===== src/rtl/fpu_add_sched.sv =====
// Round-robin scheduler that shares one integer add/subtract datapath among NUM_REQ requesters.
// The result is held in a single-entry buffer and returned on one shared, backpressured channel.
module fpu_add_sched #(
    parameter int unsigned NUM_REQ = 4,
    parameter int unsigned WIDTH   = 32,
    parameter int unsigned IDW     = 2,
    parameter int unsigned CNTW    = 16
) (
    input  logic                     clk,
    input  logic                     rst_n,
    input  logic [NUM_REQ-1:0]       req_valid,
    output logic [NUM_REQ-1:0]       req_ready,
    input  logic [NUM_REQ-1:0]       req_add_sub,
    input  logic [NUM_REQ*WIDTH-1:0] req_opa,
    input  logic [NUM_REQ*WIDTH-1:0] req_opb,
    output logic                     rsp_valid,
    input  logic                     rsp_ready,
    output logic [IDW-1:0]           rsp_id,
    output logic [WIDTH-1:0]         rsp_sum,
    output logic [CNTW-1:0]          ops_done
);

    typedef enum logic [0:0] {StEmpty, StFull} state_e;

    state_e           state_q, state_d;
    logic [IDW-1:0]   last_grant_q, last_grant_d;
    logic [IDW-1:0]   id_q, id_d;
    logic [WIDTH-1:0] sum_q, sum_d;
    logic [CNTW-1:0]  cnt_q, cnt_d;

    logic             grant_found;
    logic [IDW-1:0]   grant_idx;
    logic             can_accept;
    logic             accept;
    logic             complete;
    logic             sel_add;
    logic [WIDTH-1:0] op_a, op_b, sum_res;

    // Round-robin search starting just above the last accepted requester.
    always_comb begin
        int unsigned    idx;
        logic [IDW-1:0] cand;
        idx         = 0;
        cand        = '0;
        grant_found = 1'b0;
        grant_idx   = '0;
        for (int unsigned k = 1; k <= NUM_REQ; k++) begin
            idx  = (32'(last_grant_q) + k) % NUM_REQ;
            cand = IDW'(idx);
            if (!grant_found && req_valid[cand]) begin
                grant_found = 1'b1;
                grant_idx   = cand;
            end
        end
    end

    assign can_accept = (state_q == StEmpty) | rsp_ready;
    assign complete   = (state_q == StFull) & rsp_ready;

    // rst_n gates the handshake so nothing is offered while reset is asserted.
    always_comb begin
        req_ready = '0;
        for (int unsigned i = 0; i < NUM_REQ; i++) begin
            req_ready[i] = rst_n & grant_found & can_accept & (grant_idx == IDW'(i));
        end
    end

    assign accept = |(req_valid & req_ready);

    // Operand mux feeding the shared datapath.
    always_comb begin
        op_a    = '0;
        op_b    = '0;
        sel_add = 1'b0;
        for (int unsigned i = 0; i < NUM_REQ; i++) begin
            if (grant_idx == IDW'(i)) begin
                op_a    = req_opa[i*WIDTH +: WIDTH];
                op_b    = req_opb[i*WIDTH +: WIDTH];
                sel_add = req_add_sub[i];
            end
        end
    end

    // Carry and borrow fall off the top; result is modulo 2^WIDTH.
    assign sum_res = sel_add ? (op_a + op_b) : (op_a - op_b);

    always_comb begin
        state_d      = state_q;
        last_grant_d = last_grant_q;
        id_d         = id_q;
        sum_d        = sum_q;
        cnt_d        = cnt_q;
        if (complete) begin
            cnt_d   = cnt_q + CNTW'(1);
            state_d = StEmpty;
        end
        if (accept) begin
            state_d      = StFull;
            last_grant_d = grant_idx;
            id_d         = grant_idx;
            sum_d        = sum_res;
        end
    end

    always_ff @(posedge clk or negedge rst_n) begin
        if (!rst_n) begin
            state_q      <= StEmpty;
            last_grant_q <= IDW'(NUM_REQ - 1);
            id_q         <= '0;
            sum_q        <= '0;
            cnt_q        <= '0;
        end else begin
            state_q      <= state_d;
            last_grant_q <= last_grant_d;
            id_q         <= id_d;
            sum_q        <= sum_d;
            cnt_q        <= cnt_d;
        end
    end

    assign rsp_valid = (state_q == StFull);
    assign rsp_id    = id_q;
    assign rsp_sum   = sum_q;
    assign ops_done  = cnt_q;

endmodule


===== config.mk =====
export PLATFORM = sky130hd
export DESIGN_NAME = fpu_add_sched
export DESIGN_NICKNAME = d
export VERILOG_FILES = /design/src/rtl/fpu_add_sched.sv
export SDC_FILE = /design/constraint.sdc
export NUM_CORES = 1
export LEC_CHECK = 0
export CAP_MARGIN = 20
export CORE_MARGIN = 10
export CORE_UTILIZATION = 35
export CTS_CLUSTER_SIZE = 16
export DETAILED_ROUTE_END_ITERATION = 16
export GPL_TIMING_DRIVEN = 0
export PLACE_DENSITY = 0.72
export SETUP_SLACK_MARGIN = 0.5
export SYNTH_ARGS = -nofsm -noshare
export SYNTH_HDL_FRONTEND = slang
export SYNTH_SLANG_ARGS = --single-unit

===== constraint.sdc =====
create_clock -name clk -period 12.98 [get_ports clk]
set_input_delay 3.245 -clock clk [delete_from_list [all_inputs] [get_ports clk]]
set_output_delay 3.245 -clock clk [all_outputs]
set_load 0.01 [all_outputs]

==> run_results.csv, run 1 <==
group,metric,value,unit
run_status,outcome,"finished, final reports clean",
pwr,internal-power,0.00102,W
drt,via_per_inst,5.31,
critical_path,slowest_stage,"buf_1",
pwr,clockPowerShare,0.068,
cts,hold_buffers,0,
critical_path,crit_family,"buffers and inverters",
cts,max-clock-path-buffers,2,
global_routing,grt_max_degree,40,
yosys,netlist_instances,818,
placed_design,dp_hpwl,24300,µm
yosys,synth_nets,1127,
floorplan,start_util,0.355,
yosys,yosysTopAreaCellShare,0.200,
critical_path,worstSetupPathType,"primary input to primary output",
final_layout,area_growth,57.4,%
floorplan,rows,49,
critical_path,slowest_delay,0.71,ns
pwr,swShare,0.499,
critical_path,reg2regPathDepth,21,
sta,rsz0062_at_grt,"no",
critical_path,cp.arrival,7.11,ns
critical_path,r2r_end,"rsp_sum[30]",
yosys,synth_xor_area_frac,0.0961,
cts,clk_pin_slew_worst_paths,0.07,ns
yosys,synthSimpleGateAreaFrac,0.252,
drt,drc,0,
final_layout,nFillCells,1679,
sta,slew_violations,0,
global_routing,gr-total-overflow,0,
yosys,ys_async_sr_fraction,1.00,
cts,cts-root-buf,"clkbuf_16",
yosys,seq_area_frac_synth,0.208,
final_layout,final_core_util,0.559,
pwr,p_seq_frac,0.135,
critical_path,cp-start-kind,"primary input",
run,maxCapViolations,0,
global_routing,antenna_found_initial,0,
sta,period_needed,10.35,ns
yosys,synth.area.mux_share,0.118,
final_layout,finalNetCount,1456,
yosys,yosys_warnings,0,
yosys,yosysTopAreaCell,"dfrtp_1",
cts,post_cts_buffers,0,
sta,finClkSkew,0.00849,ns
pwr,p_per_area,202,nW/µm²
yosys,synth_ff_type,"dfrtp_1",
floorplan,die_y,155,µm
sta,timing.final.hold_violations,0,
yosys,synthTopCellsByCount,"nand2_1, dfrtp_1, o21ai_0, ha_1, xnor2_1",
cts,htree_levels,2,
final_layout,layout-drive-gt1-share,0.0523,
critical_path,r2r_slack,6.12,ns
critical_path,path_buf_inv,6,
floorplan,die-area,24000,µm²
drt,wire_per_inst,20.4,µm
sta,tightest_slew,0.916,ns
cts,cts_tree,"yes",
yosys,synth_top_family_by_area,"simple AND/OR/NAND/NOR gates",
placed_design,gp_routability_congestion,0.929,
sta,setup_viol,0,
min_path,hold_path_class,"register to register",
min_path,whs_path_depth,1,
sta,slew_headroom,0.389,
drt,drt-initial-drc-count,434,
sta,final.setup.tns,0,ns
drt,vias,7308,
critical_path,cp_max_fo,10,
sta,period_share,0.797,
sta,fmax,96.6,MHz
floorplan,die_w,155,µm
critical_path,worstSetupEndpointType,"primary output",
final_layout,n_antenna_cell,0,
global_routing,grt_pass1_wl,42900,µm
floorplan,core_area,18000,µm²
yosys,synth_area_per_cell,7.80,µm²
placed_design,place.port_buffers,321,
critical_path,r2r-start,"last_grant_q[1]",
yosys,netlist_area,6380,µm²
cts,cts_resized,0,
yosys,synth_compound_area_frac,0.196,
yosys,synth-edff-count,0,
critical_path,critPathRequiredTime,9.73,ns
pwr,power_switching,0.00101,W
pwr,peakVddDrop,0.000120,V
cts,clock_latency,0.30,ns
min_path,hold_start,"ops_done[15]",
pwr,p_leak,4.16,nW
yosys,ys_ff_latch,53,
yosys,yosysUniqueCellTypes,56,
yosys,yosysMostFrequentCell,"nand2_1",
global_routing,first_global_vias,7526,
min_path,hold_end,"ops_done[15]",
drt,drtPass1Iterations,5,
pwr,pwr-share-comb,0.797,
critical_path,worstPathCellList,"clkdlybuf4s50_1 -> nand2b_1 -> a21boi_2 -> o21ai_2 -> buf_6 -> buf_1 -> clkbuf_1 -> buf_1 -> nor3_1 -> clkdlybuf4s50_1",
global_routing,grtUsageTotal,0.224,
drt,detail_route.wirelength,28100,µm
floorplan,io_pins,322,
cts,cts_buffers,5,
yosys,synthAdderAreaFrac,0.0835,
cts,numClockSinks,53,
yosys,synth_area_leaders,"dfrtp_1, nand2_1, ha_1",
drt,ant_nets,0,
flip-flops by register name (all words and copies together) (netlist names):
signal and flops:
rsp_sum 32, ops_done 16, rsp_valid 1, rsp_id 2, last_grant_q 2
worst max-delay path by stage:
stage | start | to | slack [ns] | cells after the start
floorplan | req_valid[2] | req_ready[0] | 4.56 | 8
global placement | rst_n | req_ready[2] | 2.46 | 6
detailed placement | req_valid[2] | req_ready[0] | 2.56 | 10
CTS | req_valid[2] | req_ready[0] | 2.55 | 10
global route | req_valid[3] | req_ready[0] | 2.44 | 10
finish | req_valid[2] | req_ready[0] | 2.63 | 10
layout by cell type, fill, tap and decap left out, drive strengths merged, types with 15 or more instances in the layout:
cell type,n
xnor2,41
and3,35
mux4,22
xor2,29
o21ai,47
nand2,204
a21oi,31
clkdlybuf4s50,320
inv,29
mux2i,15
nor2,31
dfrtp,51
ha,41
clkbuf,39
o211ai,22
a31oi,38
kinds of logic after synthesis:
family	after synthesis
compound gates	195
xor+xnor	70
mux	46
simple gates	341
fa+ha+maj	42
flops	53
buf+inv	71
worst register-to-register path: cells and delay by family (launching register included):
family | cells | cell delay [ns]
AO/OA/AOI/OAI | 9 | 2.55
buffers and inverters | 4 | 1.80
multiplexers | 2 | 0.80
flip-flops | 1 | 0.53
AND/OR/NAND/NOR | 3 | 0.38
adder cells (fa/ha/maj) | 1 | 0.35
XOR/XNOR | 2 | 0.32
metal layers:
| metal | up-vias | share of wire | track usage |
|---|---|---|---|
| li1 | 3595 | - | - |
| met1 | 3403 | 0.41 | 0.270 |
| met2 | 289 | 0.49 | 0.389 |
| met3 | 21 | 0.079 | 0.0582 |
| met4 | 0 | 0.015 | 0.0495 |
| met5 | - | 0 | 0 |
power by group through the flow:
stage               sequential (W)  combinational [W]  clock (W)
global placement          0.000273            0.00158          0
CTS                       0.000274            0.00161   0.000140
global route              0.000282            0.00178   0.000145
detailed placement        0.000277            0.00160          0
floorplan                 0.000299            0.00102          0
finish                    0.000274            0.00162   0.000138
through the flow:
stage	hold WS, ns	total power [W]	setup slack, ns	cells	instance area [µm²]
after floorplan	0.469	0.00132	4.56	818	6380
after global placement	0.461	0.00185	2.46	1368	9880
after detailed placement	0.475	0.00188	2.56	1369	9900
after CTS	0.488	0.00202	2.55	1377	10000
after global routing	0.502	0.00221	2.44	1377	10000
final	0.481	0.00203	2.63	1377	10000
area by class of cell:
cell class,instances,area [µm²],share of cell area
multi-input cells,694,4760,0.474
repair buffers,322,3230,0.321
flip-flops and latches,53,1330,0.132
well taps,229,287,0.0285
plain buffers,43,184,0.0183
clock buffers,5,125,0.0125
inverters,28,105,0.0105
clock inverters,3,21.3,0.00212
No activity file was read; power rests on OpenSTA's default activity.
==> inputs of run 2 (changes only) <==
--- a/config.mk
+++ b/config.mk
@@ -11,7 +11,7 @@
 export CTS_CLUSTER_SIZE = 16
 export DETAILED_ROUTE_END_ITERATION = 16
 export GPL_TIMING_DRIVEN = 0
-export PLACE_DENSITY = 0.72
+export PLACE_DENSITY = 0.74
 export SETUP_SLACK_MARGIN = 0.5
 export SYNTH_ARGS = -nofsm -noshare
 export SYNTH_HDL_FRONTEND = slang
==> constraint.sdc (replaced) <==
create_clock -name clk -period 9.05 [get_ports clk]
set_input_delay 2.2625 -clock clk [delete_from_list [all_inputs] [get_ports clk]]
set_output_delay 2.2625 -clock clk [all_outputs]
set_load 0.01 [all_outputs]
==> run 2 against run 1 <==
Worst setup slack worse by 1.8 ns. Register-to-register slack worse by 3.4 ns. Design area rose by 0.45%. Critical path depth increased by 13. Highest routed layer unchanged. Combinational power rose by 44%. Clock-buffer cell count stayed put. Clock power rose by 45%.
==> run_results.csv, run 2 (synthesis results as in run 1) <==
group,metric,value,unit
global_routing,antenna_found_initial,1,
floorplan,die_w,155,µm
final_layout,seq_area,1330,µm²
cts,clock_latency,0.30,ns
final_layout,multi_input_area,4780,µm²
pwr,finalPower,0.00292,W
sta,period_share,0.913,
drt,via_per_inst,5.32,
final_layout,finalNetCount,1457,
final_layout,largest_reg_flops,32,
critical_path,cp_max_fo,10,
final_layout,final_cell_mix,"clkdlybuf4s50_1, nand2_1, dfrtp_1",
cts,numClockSinks,53,
sta,finClkSkew,0.00877,ns
min_path,whs_path_depth,1,
pwr,p_leak,4.18,nW
drt,drtPass1Iterations,5,
pwr,peakVddDrop,0.000149,V
critical_path,worstSetupPathType,"primary input to register",
placed_design,place.port_buffers,321,
sta,setup_ws,0.787,ns
critical_path,critPathRequiredTime,9.21,ns
drt,drt-initial-drc-count,424,
cts,cts_buffers,5,
sta,rsz0062_at_grt,"yes",
sta,fmax,121,MHz
floorplan,die_y,155,µm
pwr,p_per_area,290,nW/µm²
sta,slew_headroom,0.520,
placed_design,post-place-ws,-0.100,ns
drt,vias,7342,
cts,cts_tree,"yes",
critical_path,cp.arrival,8.43,ns
final_layout,layout-drive-gt1-share,0.0592,
cts,clk_pin_slew_worst_paths,0.08,ns
run_status,outcome,"finished, final reports clean",
sta,timing.final.hold_violations,0,
floorplan,io_pins,322,
final_layout,nFillCells,1693,
floorplan,start_util,0.355,
global_routing,gr-total-overflow,0,
final_layout,area_growth,58.1,%
global_routing,grtUsageTotal,0.222,
sta,period_needed,8.26,ns
drt,detail_route.wirelength,28100,µm
cts,cts-root-buf,"clkbuf_16",
cts,htree_levels,2,
sta,setup_viol,0,
global_routing,grt_pass1_wl,41900,µm
critical_path,cp-start-kind,"primary input",
critical_path,worstSetupEndpointType,"register",
floorplan,core_area,18000,µm²
critical_path,reg2regPathDepth,23,
run,maxCapViolations,0,
floorplan,die-area,24000,µm²
sta,tightest_slew,0.720,ns
global_routing,grt_max_degree,41,
drt,drc,0,
cts,hold_buffers,0,
drt,wire_per_inst,20.4,µm
drt,ant_nets,0,
floorplan,rows,49,
placed_design,gp_routability_congestion,0.926,
cts,max-clock-path-buffers,2,
min_path,hold_path_class,"register to register",
sta,slew_violations,0,
placed_design,dp_hpwl,24300,µm
sta,final.setup.tns,0,ns
final_layout,layout_commonest_cell,"clkdlybuf4s50_1",
global_routing,first_global_vias,7325,
-- run 2: cell types whose count changed in the layout (fill, tap and decap cells not counted), sizes merged --
cell,before,now
clkdlybuf4s15,0,1
clkinv,1,0
buf,11,10
clkbuf,39,40
diode,0,1
clkinvlp,1,2
-- run 2: final timing paths --
path	from	to	slack (ns)
worst min register to register	ops_done[15]	ops_done[15]	0.48
worst max register to register	last_grant_q[1]	rsp_sum[31]	2.73
worst min-delay path	ops_done[15]	ops_done[15]	0.48
max in group asynchronous	rst_n	last_grant_q[0]	6.58
min in group asynchronous	rst_n	rsp_sum[10]	1.88
worst max-delay path	req_valid[2]	rsp_sum[31]	0.79
-- run 2: stage by stage --
stage	std cells	util	hold slack [ns]	instance area (µm²)
4_1_cts	1377	0.560	0.479	10100
2_1_floorplan	818	-	0.469	6380
3_3_place_gp	1368	0.550	0.461	9880
3_5_place_dp	1369	0.551	0.468	9900
5_1_grt	1379	0.562	0.498	10100
6_report	1379	0.562	0.477	10100
-- run 2: area by class of cell --
class,count,area share
Antenna cell,1,0.000248
Buffer,43,0.0195
Clock buffer,5,0.0124
Clock inverter,3,0.00260
Inverter,28,0.0104
Multi-Input combinational cell,694,0.474
Sequential cell,53,0.132
Tap cell,229,0.0284
Timing Repair Buffer,323,0.321
-- run 2: metal layers --
metal	up-vias	GRT usage	wire length [µm]	part of all wire
li1	3604	-	-	-
met1	3426	0.261	11300	0.40
met2	283	0.387	13900	0.50
met3	29	0.0609	2320	0.082
met4	0	0.0558	533	0.019
met5	-	0	0	0
-- run 2: what timing repair did --
action                     in CTS  in global routing
gates resized for setup         4                  6
pin swaps                       0                  1
setup endpoints to repair       3                  6
buffers inserted                0                  1
-- run 2: critical path: stages --
cell	delay (ns)
clkdlybuf4s50_1	0.47
nand2b_1	0.19
a21boi_2	0.18
o21ai_2	0.37
buf_6	0.25
mux4_2	0.56
inv_1	0.12
ha_1	0.17
nor3b_1	0.29
nand4_1	0.33
nor4_4	0.41
a21oi_1	0.13
xor2_1	0.33
ha_1	0.31
a21o_1	0.21
a21o_1	0.20
a211oi_1	0.38
a21oi_1	0.10
o21ai_0	0.33
nor4_1	0.14
o31ai_1	0.36
and4_1	0.25
o31ai_2	0.06
-- run 2: power breakdown --
group          switching (W)  internal [W]
Combinational        0.00130       0.00103
Sequential         0.0000616      0.000333
Clock              0.0000956      0.000105
